==> src/rtl/uart_pkg.sv <==
// uart_pkg: shared definitions for the UART receive path.
//   rx_state_e            - receive FSM state encoding
//   DEFAULT_CLK_FREQUENCY - default system clock in Hz
//   DEFAULT_BAUD_RATE     - default serial bit rate in bits/s
//   DEFAULT_PARITY        - default parity mode
//   PARITY_ODD/EVEN       - parity mode selectors
package uart_pkg;

  localparam int DEFAULT_CLK_FREQUENCY = 100_000_000;
  localparam int DEFAULT_BAUD_RATE     = 19_200;
  localparam int PARITY_ODD            = 1;
  localparam int PARITY_EVEN           = 0;
  localparam int DEFAULT_PARITY        = PARITY_ODD;

  typedef enum logic [2:0] {
    ST_IDLE  = 3'd0,
    ST_START = 3'd1,
    ST_BITS  = 3'd2,
    ST_PAR   = 3'd3,
    ST_STOP  = 3'd4,
    ST_BREAK = 3'd5
  } rx_state_e;

endpackage

==> src/rtl/uart_baud_timer.sv <==
// uart_baud_timer: free-running bit-period counter for the UART receiver.
//   clk      in  system clock
//   rst      in  synchronous active-high reset
//   clr      in  restart the period from zero
//   half_sel in  1 = measure HALF_TICKS cycles, 0 = measure BIT_TICKS cycles
//   done     out high on the last cycle of the selected period
// The counter restarts by itself after done, so consecutive bit periods need
// no explicit clear. It never counts beyond BIT_TICKS-1. BIT_TICKS must be >= 2.
module uart_baud_timer #(
  parameter int BIT_TICKS  = 10,
  parameter int HALF_TICKS = 5
) (
  input  logic clk,
  input  logic rst,
  input  logic clr,
  input  logic half_sel,
  output logic done
);

  localparam int CNT_W = $clog2(BIT_TICKS + 1);
  localparam logic [CNT_W-1:0] BIT_LAST  = CNT_W'(BIT_TICKS - 1);
  localparam logic [CNT_W-1:0] HALF_LAST = CNT_W'(HALF_TICKS - 1);

  logic [CNT_W-1:0] cnt_q;
  logic [CNT_W-1:0] cnt_d;

  // >= rather than == so a switch from a full to a half period can never
  // leave the counter stranded above its terminal value.
  assign done = (cnt_q >= (half_sel ? HALF_LAST : BIT_LAST));

  always_comb begin
    cnt_d = cnt_q + CNT_W'(1);
    if (clr || done) begin
      cnt_d = '0;
    end
  end

  always_ff @(posedge clk) begin
    if (rst) begin
      cnt_q <= '0;
    end else begin
      cnt_q <= cnt_d;
    end
  end

endmodule

==> src/rtl/uart_rx.sv <==
// uart_rx: UART receiver, 8 data bits LSB first, one parity bit, one stop bit.
//   clk          in  system clock (rising edge)
//   rst          in  synchronous active-high reset
//   rx_in        in  serial line, idle high
//   dout         out last received byte
//   data_strobe  out one-cycle pulse when dout / error flags update
//   busy         out high while a frame is being received
//   parity_error out parity status of the last frame
//   frame_error  out 1 when the last stop bit was sampled low
// Build option: define UART_RX_SYNC_EN to insert a 2-flop synchronizer on
// rx_in (adds 2 cycles of latency). Without it rx_in must already be
// synchronous to clk.
module uart_rx
  import uart_pkg::*;
#(
  parameter int CLK_FREQUENCY = DEFAULT_CLK_FREQUENCY,
  parameter int BAUD_RATE     = DEFAULT_BAUD_RATE,
  parameter int PARITY        = DEFAULT_PARITY
) (
  input  logic       clk,
  input  logic       rst,
  input  logic       rx_in,
  output logic [7:0] dout,
  output logic       data_strobe,
  output logic       busy,
  output logic       parity_error,
  output logic       frame_error
);

  localparam int BIT_TICKS  = CLK_FREQUENCY / BAUD_RATE;
  localparam int HALF_TICKS = BIT_TICKS / 2;

  function automatic logic parity_expected(input logic [7:0] data);
    return (PARITY == PARITY_ODD) ? ~^data : ^data;
  endfunction

  logic rx_s;

`ifdef UART_RX_SYNC_EN
  logic [1:0] sync_q;
  logic [1:0] sync_d;

  always_comb begin
    sync_d = {sync_q[0], rx_in};
  end

  // Reset to 1 so the idle line is not mistaken for a start bit.
  always_ff @(posedge clk) begin
    if (rst) begin
      sync_q <= 2'b11;
    end else begin
      sync_q <= sync_d;
    end
  end

  assign rx_s = sync_q[1];
`else
  assign rx_s = rx_in;
`endif

  rx_state_e  state_q, state_d;
  logic [2:0] bitcnt_q, bitcnt_d;
  logic [7:0] shift_q, shift_d;
  logic       par_err_q, par_err_d;
  logic [7:0] dout_q, dout_d;
  logic       strobe_q, strobe_d;
  logic       perr_q, perr_d;
  logic       ferr_q, ferr_d;

  logic tmr_clr;
  logic tmr_half;
  logic tmr_done;

  uart_baud_timer #(
    .BIT_TICKS  (BIT_TICKS),
    .HALF_TICKS (HALF_TICKS)
  ) u_baud_timer (
    .clk      (clk),
    .rst      (rst),
    .clr      (tmr_clr),
    .half_sel (tmr_half),
    .done     (tmr_done)
  );

  always_comb begin
    state_d   = state_q;
    bitcnt_d  = bitcnt_q;
    shift_d   = shift_q;
    par_err_d = par_err_q;
    dout_d    = dout_q;
    strobe_d  = 1'b0;
    perr_d    = perr_q;
    ferr_d    = ferr_q;
    tmr_clr   = 1'b0;
    tmr_half  = 1'b0;

    unique case (state_q)
      ST_IDLE: begin
        if (!rx_s) begin
          tmr_clr = 1'b1;
          state_d = ST_START;
        end
      end

      // Re-check the start bit at its middle to reject line glitches.
      ST_START: begin
        tmr_half = 1'b1;
        if (tmr_done) begin
          if (!rx_s) begin
            tmr_clr  = 1'b1;
            bitcnt_d = 3'd0;
            state_d  = ST_BITS;
          end else begin
            state_d = ST_IDLE;
          end
        end
      end

      ST_BITS: begin
        if (tmr_done) begin
          shift_d[bitcnt_q] = rx_s;
          if (bitcnt_q == 3'd7) begin
            state_d = ST_PAR;
          end else begin
            bitcnt_d = bitcnt_q + 3'd1;
          end
        end
      end

      ST_PAR: begin
        if (tmr_done) begin
          par_err_d = (rx_s != parity_expected(shift_q));
          state_d   = ST_STOP;
        end
      end

      // Leaving at the stop-bit middle gives half a bit of slack to catch
      // the start bit of a back-to-back frame in IDLE.
      ST_STOP: begin
        if (tmr_done) begin
          strobe_d = 1'b1;
          dout_d   = shift_q;
          perr_d   = par_err_q;
          ferr_d   = ~rx_s;
          state_d  = rx_s ? ST_IDLE : ST_BREAK;
        end
      end

      // A held-low line is a break, not a new start bit; wait for idle.
      ST_BREAK: begin
        if (rx_s) begin
          state_d = ST_IDLE;
        end
      end

      default: begin
        state_d = ST_IDLE;
      end
    endcase
  end

  always_ff @(posedge clk) begin
    if (rst) begin
      state_q   <= ST_IDLE;
      bitcnt_q  <= 3'd0;
      shift_q   <= 8'h00;
      par_err_q <= 1'b0;
      dout_q    <= 8'h00;
      strobe_q  <= 1'b0;
      perr_q    <= 1'b0;
      ferr_q    <= 1'b0;
    end else begin
      state_q   <= state_d;
      bitcnt_q  <= bitcnt_d;
      shift_q   <= shift_d;
      par_err_q <= par_err_d;
      dout_q    <= dout_d;
      strobe_q  <= strobe_d;
      perr_q    <= perr_d;
      ferr_q    <= ferr_d;
    end
  end

  assign dout         = dout_q;
  assign data_strobe  = strobe_q;
  assign parity_error = perr_q;
  assign frame_error  = ferr_q;
  assign busy         = (state_q == ST_START) || (state_q == ST_BITS) ||
                        (state_q == ST_PAR)   || (state_q == ST_STOP);

endmodule

==> config.mk <==
export PLATFORM = sky130hd
export DESIGN_NAME = uart_rx
export DESIGN_NICKNAME = d
export VERILOG_FILES = /design/src/rtl/uart_pkg.sv /design/src/rtl/uart_baud_timer.sv /design/src/rtl/uart_rx.sv
export SDC_FILE = /design/constraint.sdc
export NUM_CORES = 1
export LEC_CHECK = 0
export BUFFER_PORTS_ARGS = -buffer_cell sky130_fd_sc_hd__buf_2
export CAP_MARGIN = 5
export CORE_ASPECT_RATIO = 1.4
export CORE_MARGIN = 1
export CORE_UTILIZATION = 48
export DETAILED_ROUTE_END_ITERATION = 6
export PLACE_DENSITY = 0.66
export SLEW_MARGIN = 10
export SYNTH_ARGS = -nofsm -noshare
export SYNTH_HDL_FRONTEND = slang
export SYNTH_HIERARCHICAL = 1
export SYNTH_SLANG_ARGS = --single-unit
export TNS_END_PERCENT = 20
==> constraint.sdc <==
create_clock -name clk -period 5 [get_ports clk]
set_clock_uncertainty 0.05 [all_clocks]
set_input_delay 1 -clock clk [delete_from_list [all_inputs] [get_ports clk]]
set_output_delay 1 -clock clk [all_outputs]
set_load 0.01 [all_outputs]
==> results.yml <==
route:
  drt_iter0_drc: 83
  vias: 1622
  routed_wl_mm: 4.00
  postRouteAntennaNets: 0
  dr.pass1.iters: 4
  drcViolationCount: 0
  vias_per_cell: 5.44
  wl_per_cell_um: 13.4
yosys:
  synth-edff-count: 0
  synth_ff_type: "dfxtp_1"
  avgSynthCellArea_um2: 9.29
  synthArstFlopShare_pct: 0
  synth_seq_cells: 39
  yosysSeqAreaShare_pct: 36.6
  ys_warn_count: 6
  synthCells: 230
  netlist-cell-type-count: 43
  synthesis.nets: 245
  syn_area_mm2: 0.00214
critical_path:
  cp_max_fo: 14
  crit_chain: "inv_1 -> nor3_1 -> buf_4 -> inv_1 -> ha_1 -> a2111o_1 -> a41oi_2 -> o221ai_2 -> or2_2 -> o21ai_0 -> nor2_1 -> or2_2 -> nor4b_1"
  startpoint_type: "flop"
  critical_path_arrival_ns: 3.94
  crit_path_end_kind: "flop"
  critPathMaxStageDelay_ns: 0.51
  cp_data_required_time_ns: 5.15
  cpMaxStageDelayCell: "or2_2"
  worstSetupPathType: "flop to flop"
floorplan:
  die_area_mm2: 0.00472
  initial_core_util_pct: 50.4
  die_height_um: 80.9
  dieWidth_um: 58.4
  core_area_mm2: 0.00424
  fp-row-count: 28
  io_pins: 15
timing:
  fin_crit_ns: 3.79
  worst_pin_slew_ns: 0.941
  final-setup-viol-count: 0
  timing.final.crit_share_pct: 75.9
  drv_slew: 0
  rsz0062_at_grt: "no"
  hold_viol: 0
  setup_tns_ns: 0
  fmax_mhz: 264
  slew_headroom_pct: 37.3
power_and_ir_drop:
  swShare_pct: 22.5
  p_per_area_mw_per_mm2: 262
  peakVddDrop_mv: 0.161
  p_leak_nw: 0.858
  p_int_mw: 0.471
  seqPwrFrac_pct: 52.0
  p_total_mw: 0.608
  clock_power_share_pct: 43.5
  p_sw_mw: 0.137
  power_frac_comb_pct: 4.5
place:
  gp_congestion: 0.843
  dp_hpwl_mm: 2.87
  dp.cells: 290
  portBuffers: 14
  dpl_cell_area_mm2: 0.00221
finish:
  post-route-cell-area_mm2: 0.00232
  regArea_um2: 781
  multiInputGateArea_mm2: 0.00124
  syn_to_final_growth_pct: 8.61
  n_antenna_cell: 0
  fin_cells: 298
  fin_nets: 252
  drive_gt1_share_pct: 18.1
  fillers: 392
global_routing:
  antenna_found_initial: 0
  track_usage_pct: 19.0
  grt_pass1_wl_mm: 6.82
  grt_overflow: 0
  grt_pass1_vias: 1503
  grt_max_degree: 28
clocking:
  cts.sinks: 39
  holdBufCountCts: 0
  cts.repair.resized: 0
  clockBufferDepth: 2
  cts_made_buffers: 5
  clkLatencyLatePin_ns: 0.29
  path_clk_slew_ns: 0.08
  cts_root_buffer: "clkbuf_8"
  post_cts_buffers: 0
  h-tree-depth: 2
  cts_tree: "yes"
min_path:
  hold_class: "flop to flop"
job:
  maxCapViolations: 0
run_status:
  outcome: "finished, final reports clean"
-- synth_stat cells, types with 4 or more instances --
library cell	count	area, µm²
mux2i_1	9	90.1
nand3_1	8	40.0
and3_1	4	25.0
xnor2_1	15	131
clkbuf_1	10	37.5
nand4_1	4	25.0
nand2_1	23	86.3
nor4_2	10	125
ha_1	12	150
nor2_1	24	90.1
inv_1	6	22.5
a21oi_1	14	70.1
nor3_1	8	40.0
dfxtp_1	39	781
-- layout make-up --
| cell class | instances | area share [%] |
|---|---|---|
| clock buffers | 5 | 2.97 |
| clock inverters | 3 | 1.89 |
| inverters | 6 | 0.971 |
| multi-input cells | 169 | 53.6 |
| flip-flops and latches | 39 | 33.7 |
| well taps | 60 | 3.24 |
| repair buffers | 16 | 3.67 |
-- critical path, delay by kind of cell, from the launching register on --
kind            cells  cell delay (ns)
compound gates      4             1.12
fa+ha+maj           1             0.20
buf+inv             3             0.35
flops               1             0.50
simple gates        5             1.47
-- flip-flops by register name (all words and copies together) (netlist names) --
register,count
u_baud_timer/cnt_q,13
dout,8
shift_q,8
bitcnt_q,3
state_q,3
data_strobe,1
frame_error,1
par_err_q,1
parity_error,1
-- path summary, 6_finish.rpt --
path / from / end / slack [ns] / cells past startpoint
max: state_q[0] / u_baud_timer/cnt_q[1] / 1.21 / 13
min reg2reg: dout[4] / dout[4] / 0.40 / 2
max reg2reg: state_q[0] / u_baud_timer/cnt_q[1] / 1.21 / 13
min: dout[4] / dout[4] / 0.40 / 2
-- routing by layer --
metal	GRT usage (%)	routed length, µm	up-vias
met4	10.5	106	0
met2	34.0	2130	22
li1	-	-	825
met1	20.4	1660	764
met3	4.30	97	11
met5	0	0	-
-- through the flow --
step                hold WS [ns]  setup slack (ns)  util [%]
floorplan                  0.382              1.26         -
global placement           0.390              1.26      52.1
detailed placement         0.395              1.19      52.1
CTS                        0.406              1.20      54.7
global route               0.419             0.789      54.7
finish                     0.403              1.21      54.7
-- logic make-up after synthesis --
group	synth area share, %
compound gates	9.20
xor+xnor	8.44
fa+ha+maj	7.03
buf+inv	5.21
flops	36.6
mux	4.22
simple gates	29.4
-- power groups by stage --
stage,logic [mW],registers (mW),clock network [mW]
detailed placement,0.0280,0.323,0
global placement,0.0277,0.323,0
floorplan,0.0229,0.321,0
global route,0.0312,0.317,0.285
finish,0.0276,0.316,0.264
CTS,0.0280,0.316,0.272
-- cell usage in the layout (no fill, tap or decap), types with 6 or more instances in the layout --
| master | instances |
|---|---|
| a21oi_1 | 14 |
| buf_2 | 14 |
| dfxtp_1 | 39 |
| ha_1 | 12 |
| inv_1 | 6 |
| mux2i_1 | 9 |
| nand2_1 | 23 |
| nand3_1 | 8 |
| nor2_1 | 24 |
| nor3_1 | 8 |
| nor4_2 | 10 |
| xnor2_1 | 15 |
Power figures use the tool's default switching activity.
